--- src/rtl/flag_register_stack_if.sv ---
// Flag register stack bus: ALU/control-side request signals and live flag/stack status.
// The master drives write/push/pop/err_clear; the slave (the register stack) returns state.
interface flag_register_stack_if #(
  parameter int NUM_FLAGS = 4,
  parameter int PTR_W     = 3
);
  logic                 write_enable;
  logic [NUM_FLAGS-1:0] write_mask;
  logic [NUM_FLAGS-1:0] flags_in;
  logic                 push;
  logic                 pop;
  logic                 err_clear;
  logic [NUM_FLAGS-1:0] flags_out;
  logic [PTR_W-1:0]     stack_count;
  logic                 stack_full;
  logic                 stack_empty;
  logic                 stack_error;

  modport master (
    output write_enable, write_mask, flags_in, push, pop, err_clear,
    input  flags_out, stack_count, stack_full, stack_empty, stack_error
  );

  modport slave (
    input  write_enable, write_mask, flags_in, push, pop, err_clear,
    output flags_out, stack_count, stack_full, stack_empty, stack_error
  );
endinterface

--- src/rtl/flag_register_stack.sv ---
// Masked-write condition flag register with a LIFO save/restore stack for interrupt/call entry.
// Latency 1 cycle; no backpressure -- illegal push/pop are dropped and raise a sticky stack_error.
module flag_register_stack #(
  parameter int                   NUM_FLAGS   = 4,
  parameter int                   STACK_DEPTH = 4,
  parameter logic [NUM_FLAGS-1:0] RESET_FLAGS = '0,
  parameter int                   PTR_W       = $clog2(STACK_DEPTH + 1)
) (
  input logic                  clk,
  input logic                  rst,
  flag_register_stack_if.slave bus
);

  logic [NUM_FLAGS-1:0] flags_q;
  logic [PTR_W-1:0]     count_q;
  logic                 err_q;
  logic [NUM_FLAGS-1:0] slots [STACK_DEPTH];
  logic [NUM_FLAGS-1:0] top;
  logic                 full;
  logic                 empty;
  logic                 push_ok;
  logic                 pop_ok;
  logic                 err_ev;

  assign full    = (count_q == PTR_W'(STACK_DEPTH));
  assign empty   = (count_q == '0);
  assign push_ok = bus.push & ~bus.pop & ~full;
  assign pop_ok  = bus.pop & ~bus.push & ~empty;
  assign err_ev  = (bus.push & bus.pop) | (bus.push & full) | (bus.pop & empty);

  always_comb begin
    top = '0;
    for (int i = 0; i < STACK_DEPTH; i++) begin
      if (count_q == PTR_W'(i + 1)) top = slots[i];
    end
  end

  // Slots are not reset; only the occupancy count defines which entries are valid.
  always_ff @(posedge clk) begin
    for (int i = 0; i < STACK_DEPTH; i++) begin
      if (!rst && push_ok && count_q == PTR_W'(i)) slots[i] <= flags_q;
    end
  end

  always_ff @(posedge clk) begin
    if (rst) begin
      flags_q <= RESET_FLAGS;
      count_q <= '0;
      err_q   <= 1'b0;
    end else begin
      if (pop_ok) begin
        flags_q <= top;
        count_q <= count_q - PTR_W'(1);
      end else begin
        // A push saves the pre-edge flags, so a simultaneous write can clear them.
        if (bus.write_enable)
          flags_q <= (flags_q & ~bus.write_mask) | (bus.flags_in & bus.write_mask);
        if (push_ok) count_q <= count_q + PTR_W'(1);
      end
      if (err_ev)             err_q <= 1'b1;
      else if (bus.err_clear) err_q <= 1'b0;
    end
  end

  assign bus.flags_out   = flags_q;
  assign bus.stack_count = count_q;
  assign bus.stack_full  = full;
  assign bus.stack_empty = empty;
  assign bus.stack_error = err_q;

endmodule

--- src/flat_wrapper.sv ---
// flat-port wrapper written by rule: the top's interface ports become plain ports
module flag_register_stack_flat 
#(
  parameter int                   NUM_FLAGS   = 4,
  parameter int                   STACK_DEPTH = 4,
  parameter logic [NUM_FLAGS-1:0] RESET_FLAGS = '0,
  parameter int                   PTR_W       = $clog2(STACK_DEPTH + 1)
)
  (clk, rst, bus_write_enable, bus_write_mask, bus_flags_in, bus_push, bus_pop, bus_err_clear, bus_flags_out, bus_stack_count, bus_stack_full, bus_stack_empty, bus_stack_error);
  flag_register_stack_if #(.NUM_FLAGS(NUM_FLAGS), .PTR_W(PTR_W)) bus_i ();
  input logic clk;
  input logic rst;
  input wire logic [$bits(bus_i.write_enable)-1:0] bus_write_enable;
  input wire logic [$bits(bus_i.write_mask)-1:0] bus_write_mask;
  input wire logic [$bits(bus_i.flags_in)-1:0] bus_flags_in;
  input wire logic [$bits(bus_i.push)-1:0] bus_push;
  input wire logic [$bits(bus_i.pop)-1:0] bus_pop;
  input wire logic [$bits(bus_i.err_clear)-1:0] bus_err_clear;
  output wire logic [$bits(bus_i.flags_out)-1:0] bus_flags_out;
  output wire logic [$bits(bus_i.stack_count)-1:0] bus_stack_count;
  output wire logic [$bits(bus_i.stack_full)-1:0] bus_stack_full;
  output wire logic [$bits(bus_i.stack_empty)-1:0] bus_stack_empty;
  output wire logic [$bits(bus_i.stack_error)-1:0] bus_stack_error;
  assign bus_i.write_enable = bus_write_enable;
  assign bus_i.write_mask = bus_write_mask;
  assign bus_i.flags_in = bus_flags_in;
  assign bus_i.push = bus_push;
  assign bus_i.pop = bus_pop;
  assign bus_i.err_clear = bus_err_clear;
  assign bus_flags_out = bus_i.flags_out;
  assign bus_stack_count = bus_i.stack_count;
  assign bus_stack_full = bus_i.stack_full;
  assign bus_stack_empty = bus_i.stack_empty;
  assign bus_stack_error = bus_i.stack_error;
  flag_register_stack #(.NUM_FLAGS(NUM_FLAGS), .STACK_DEPTH(STACK_DEPTH), .RESET_FLAGS(RESET_FLAGS), .PTR_W(PTR_W)) u_core (.clk(clk), .rst(rst), .bus(bus_i));
endmodule
--- config.mk ---
export PLATFORM = sky130hd
export DESIGN_NAME = flag_register_stack_flat
export DESIGN_NICKNAME = d
export VERILOG_FILES = /design/src/rtl/flag_register_stack_if.sv /design/src/rtl/flag_register_stack.sv /design/src/flat_wrapper.sv
export SDC_FILE = /design/constraint.sdc
export NUM_CORES = 1
export LEC_CHECK = 0
export ABC_AREA = 1
export ABC_CLOCK_PERIOD_IN_PS = 4800
export CAP_MARGIN = 40
export CORE_ASPECT_RATIO = 2
export CORE_UTILIZATION = 40
export CTS_CLUSTER_DIAMETER = 150
export DETAILED_ROUTE_END_ITERATION = 7
export GPL_TIMING_DRIVEN = 0
export SYNTH_ARGS = -nofsm -noshare
export SYNTH_HDL_FRONTEND = slang
export SYNTH_SLANG_ARGS = --single-unit
export TNS_END_PERCENT = 50
--- constraint.sdc ---
create_clock -name clk -period 4.8 [get_ports clk]
set_clock_uncertainty 0.15 [all_clocks]
set_input_delay 0.72 -clock clk [delete_from_list [all_inputs] [get_ports clk]]
set_output_delay 0.72 -clock clk [all_outputs]
set_load 0.03 [all_outputs]
==> results.md, run 1 <==
* FF+latch count, synth at 24
* Final setup margin at 1.89 ns
* Met3 wire length at 74 microns
* Largest net degree at the start of global routing at 15
* # diodes at 0
* Drt via density at 4.89
* Met2 wire len at 1.40 mm
* Number of port buffers at 23
* Pre-CTS setup slack at 2.15 ns
* Chip width at 41.8 microns
* Clk buf depth at 2
* H-tree depth at 1
* WS Path Type: flop to output pin
* CTS Buf Count at 3
* FFs w/ async S/R, synth at 0%
* R2r endpoint: u_core.slots[1][3]$_DFFE_PP_
* Clock slew at reported path FFs at 0.09 ns
* CTS Root Cell: clkbuf_8
* Critical Path Start Type: flop
* Worst EP arrival at 2.04 ns
* Maxcap violations at 0
* Most frequent cell after synthesis: nand2_1
* Sum of negative setup slack at 0 ns
* Post-route cell area at 1610 sq um
* Worst Hold Depth at 2
* Total setup buffers inserted after CTS at 0
* Initial drt markers at 11
* Final max-slew violation count at 0
* Syn-to-layout area delta at 26.8%
* Min-delay src: u_core.bus.stack_error$_SDFFE_PP0P_
* CTS tree: done
* XOR/XNOR share of the synthesized area at 0.691%
* I/O pins at 24
* Combinational family with the most area after synthesis: simple AND/OR/NAND/NOR gates
* Simple logic cell fraction of the synthesized area at 20.7%
* First-pass GRT wire length at 4.41 mm
* Cell Rows at 28
* DR top layer: met4
* Syn avg cell area at 8.74 sq um
* Worst rel slew slack at 56.6%
* Crit Reg-Reg Startpoint: u_core.bus.stack_count[0]$_SDFFE_PP0P_
* # setup viols final at 0
* Distinct cells, synth at 20
* Syn Inst Count at 145
* Synth warn at 0
* Sequential share of the synthesized area at 50.5%
* Tmin final at 2.91 ns
* Final WL at 2.54 mm
* Metal-1 WL at 1.02 mm
* Hold Path End: u_core.bus.stack_error$_SDFFE_PP0P_
* Most frequent cells after synthesis: nand2_1 (38), inv_1 (24), edfxtp_1 (16), o21ai_0 (13), nor2_1 (12)
* Cell Area, Synth at 1270 sq um
* Hold Path Class: flop to flop
* Layout Nets at 193
* Final Hold Viols at 0
* Layout cells sized above 1 at 11.0%
* CORE AREA at 2980 sq um
* # resized after CTS at 0
* 1st-pass router iterations at 4
* Placed instance area at 1540 sq um
* DR DRC count at 0
* Post-DP HPWL at 2.02 mm
* Total gr overflow at 0
* Worst setup EP type: output pin
* Initial antenna violation count at 0
* Cells after DPL at 198
* Die height at 81.6 microns
* Die area at 3410 sq um
* Effective utilization at floorplan at 42.6%
* Power Total at 568 uW
* Wire length per cell at 12.6 microns
* GP Congestion at 0.767
* Main area contributors after synthesis: edfxtp_1 (38%), dfxtp_1 (13%), nand2_1 (11%)
* Syn nets at 165
* RSZ-0062 raised after global routing: false
* Antenna Nets Post-Route at 0
* Layout Cells excl Fill at 202
* Sink Count at 24
* Status: finished clean
* Tot GR Track Use at 17.1%
* Most used flip-flop cell after synthesis: edfxtp_1
* EDFF count, synth at 16
* Compound-Gate Fraction of Synth Area at 12.3%
* Via count at 987
* CP required at 3.93 ns
* Cts hold-fix bufs at 0
* Adder-cell share of the synthesized area at 5.92%
* Clock Latency Late Sink at 0.27 ns
* Leakage at 0.705 nW
* Max IR drop VDD at 213 uV
* Reg-to-reg setup timing slack at 2.49 ns
* R2R depth at 6
* Max Fclk at 344 MHz
* Cell accounting for the most synthesized area: edfxtp_1
* Multiplexer share of the synthesized area at 0%
* Worst-path fanout max at 10
* Share of the synthesized area in the top cell type at 37.9%
* Final period util at 60.6%
* Worst Tran Pin Value at 0.646 ns
* Vias in the first global route at 985
* Pwr/cell area at 353 nW/um^2
* Fill cells at 309
-- placed cells by master (no fill, tap or decap) --
master           count
nand2_1             38
inv_1               24
clkdlybuf4s50_1     23
edfxtp_1            16
o21ai_0             13
nor2_1              12
dfxtp_1              8
ha_1                 6
nor2_2               5
o31ai_1              4
a21oi_2              4
a21oi_1              4
clkbuf_8             3
buf_6                2
nor3_1               2
inv_4                1
nand2_4              1
buf_2                1
nand3_1              1
nand3_4              1
xor2_1               1
o22ai_1              1
bufinv_16            1
-- through the flow --
step           hold slack (ns)  util [%]
2_1_floorplan            0.433         -
3_3_place_gp             0.303      51.6
3_5_place_dp             0.308      51.6
4_1_cts                  0.324      53.9
5_1_grt                  0.350      53.9
6_report                 0.317      53.9
-- worst max-delay path: stages (launching register included) --
cell             delay, ns
dfxtp_1               0.43
inv_1                 0.11
ha_1                  0.25
nand2_1               0.09
buf_2                 0.22
inv_1                 0.08
clkdlybuf4s50_1       0.59
-- how the worst max path moves through the flow --
stage / from / to / slack, ns
6_report: u_core.bus.stack_count[0]$_SDFFE_PP0P_ / bus_stack_full / 1.89
3_5_place_dp: bus_push / u_core.slots[2][2]$_DFFE_PP_ / 2.15
5_1_grt: u_core.bus.stack_count[0]$_SDFFE_PP0P_ / bus_stack_full / 1.73
4_1_cts: u_core.bus.stack_count[0]$_SDFFE_PP0P_ / bus_stack_full / 1.87
3_3_place_gp: u_core.bus.stack_count[0]$_SDFFE_PP0P_ / bus_stack_full / 2.18
2_1_floorplan: u_core.bus.stack_count[0]$_SDFFE_PP0P_ / bus_stack_full / 2.57
-- cell families (layout without fill, tap and decap cells) --
family,after synthesis,after routing
DFF,24,24
xor gates and xnor gates,1,1
AOI/OAI and AO/OA,26,26
buffers and inverters,28,55
adders and majority gates,6,6
and+or+nand+nor,60,60
-- routing by layer --
metal / vias up / track usage (%)
met5: - / 0
met4: 0 / 7.74
met3: 4 / 1.54
met2: 22 / 32.7
met1: 446 / 18.5
li1: 515 / -
-- power by group --
group	internal [mW]	leakage [nW]	total (mW)	switching, mW
Sequential	0.234	0.214	0.245	0.0110
Clock	0.112	0.0357	0.178	0.0664
Combinational	0.0594	0.455	0.145	0.0856
-- layout make-up --
cell class | instances | area [sq um] | share of cell area [%]
plain buffers | 3 | 27.5 | 1.71
clock buffers | 3 | 41.3 | 2.57
clock inverters | 1 | 30.0 | 1.87
inverters | 25 | 96.3 | 6.00
multi-input cells | 93 | 503 | 31.3
flip-flops and latches | 24 | 641 | 39.9
well taps | 30 | 37.5 | 2.34
repair buffers | 23 | 230 | 14.3
Power figures use the tool's default switching activity.
==> inputs of run 2 (changes only) <==
--- a/config.mk
+++ b/config.mk
@@ -6,7 +6,7 @@
 export NUM_CORES = 1
 export LEC_CHECK = 0
 export ABC_AREA = 1
-export ABC_CLOCK_PERIOD_IN_PS = 4800
+export ABC_CLOCK_PERIOD_IN_PS = 2870
 export CAP_MARGIN = 40
 export CORE_ASPECT_RATIO = 2
 export CORE_UTILIZATION = 40
==> constraint.sdc (replaced) <==
create_clock -name clk -period 2.87 [get_ports clk]
set_clock_uncertainty 0.15 [all_clocks]
set_input_delay 0.4305 -clock clk [delete_from_list [all_inputs] [get_ports clk]]
set_output_delay 0.4305 -clock clk [all_outputs]
set_load 0.03 [all_outputs]
==> results of run 2 <==
The final DEF is identical to that of run 1. Status: finished clean.
Among the figures that moved: setup slack after placement 2.15 ns -> 0.505 ns; setup slack after layout 1.89 ns -> 0.252 ns; register-to-register setup slack 2.49 ns -> 0.56 ns; total power 0.568 mW -> 0.949 mW; worst IR drop on VDD 213 uV -> 356 uV
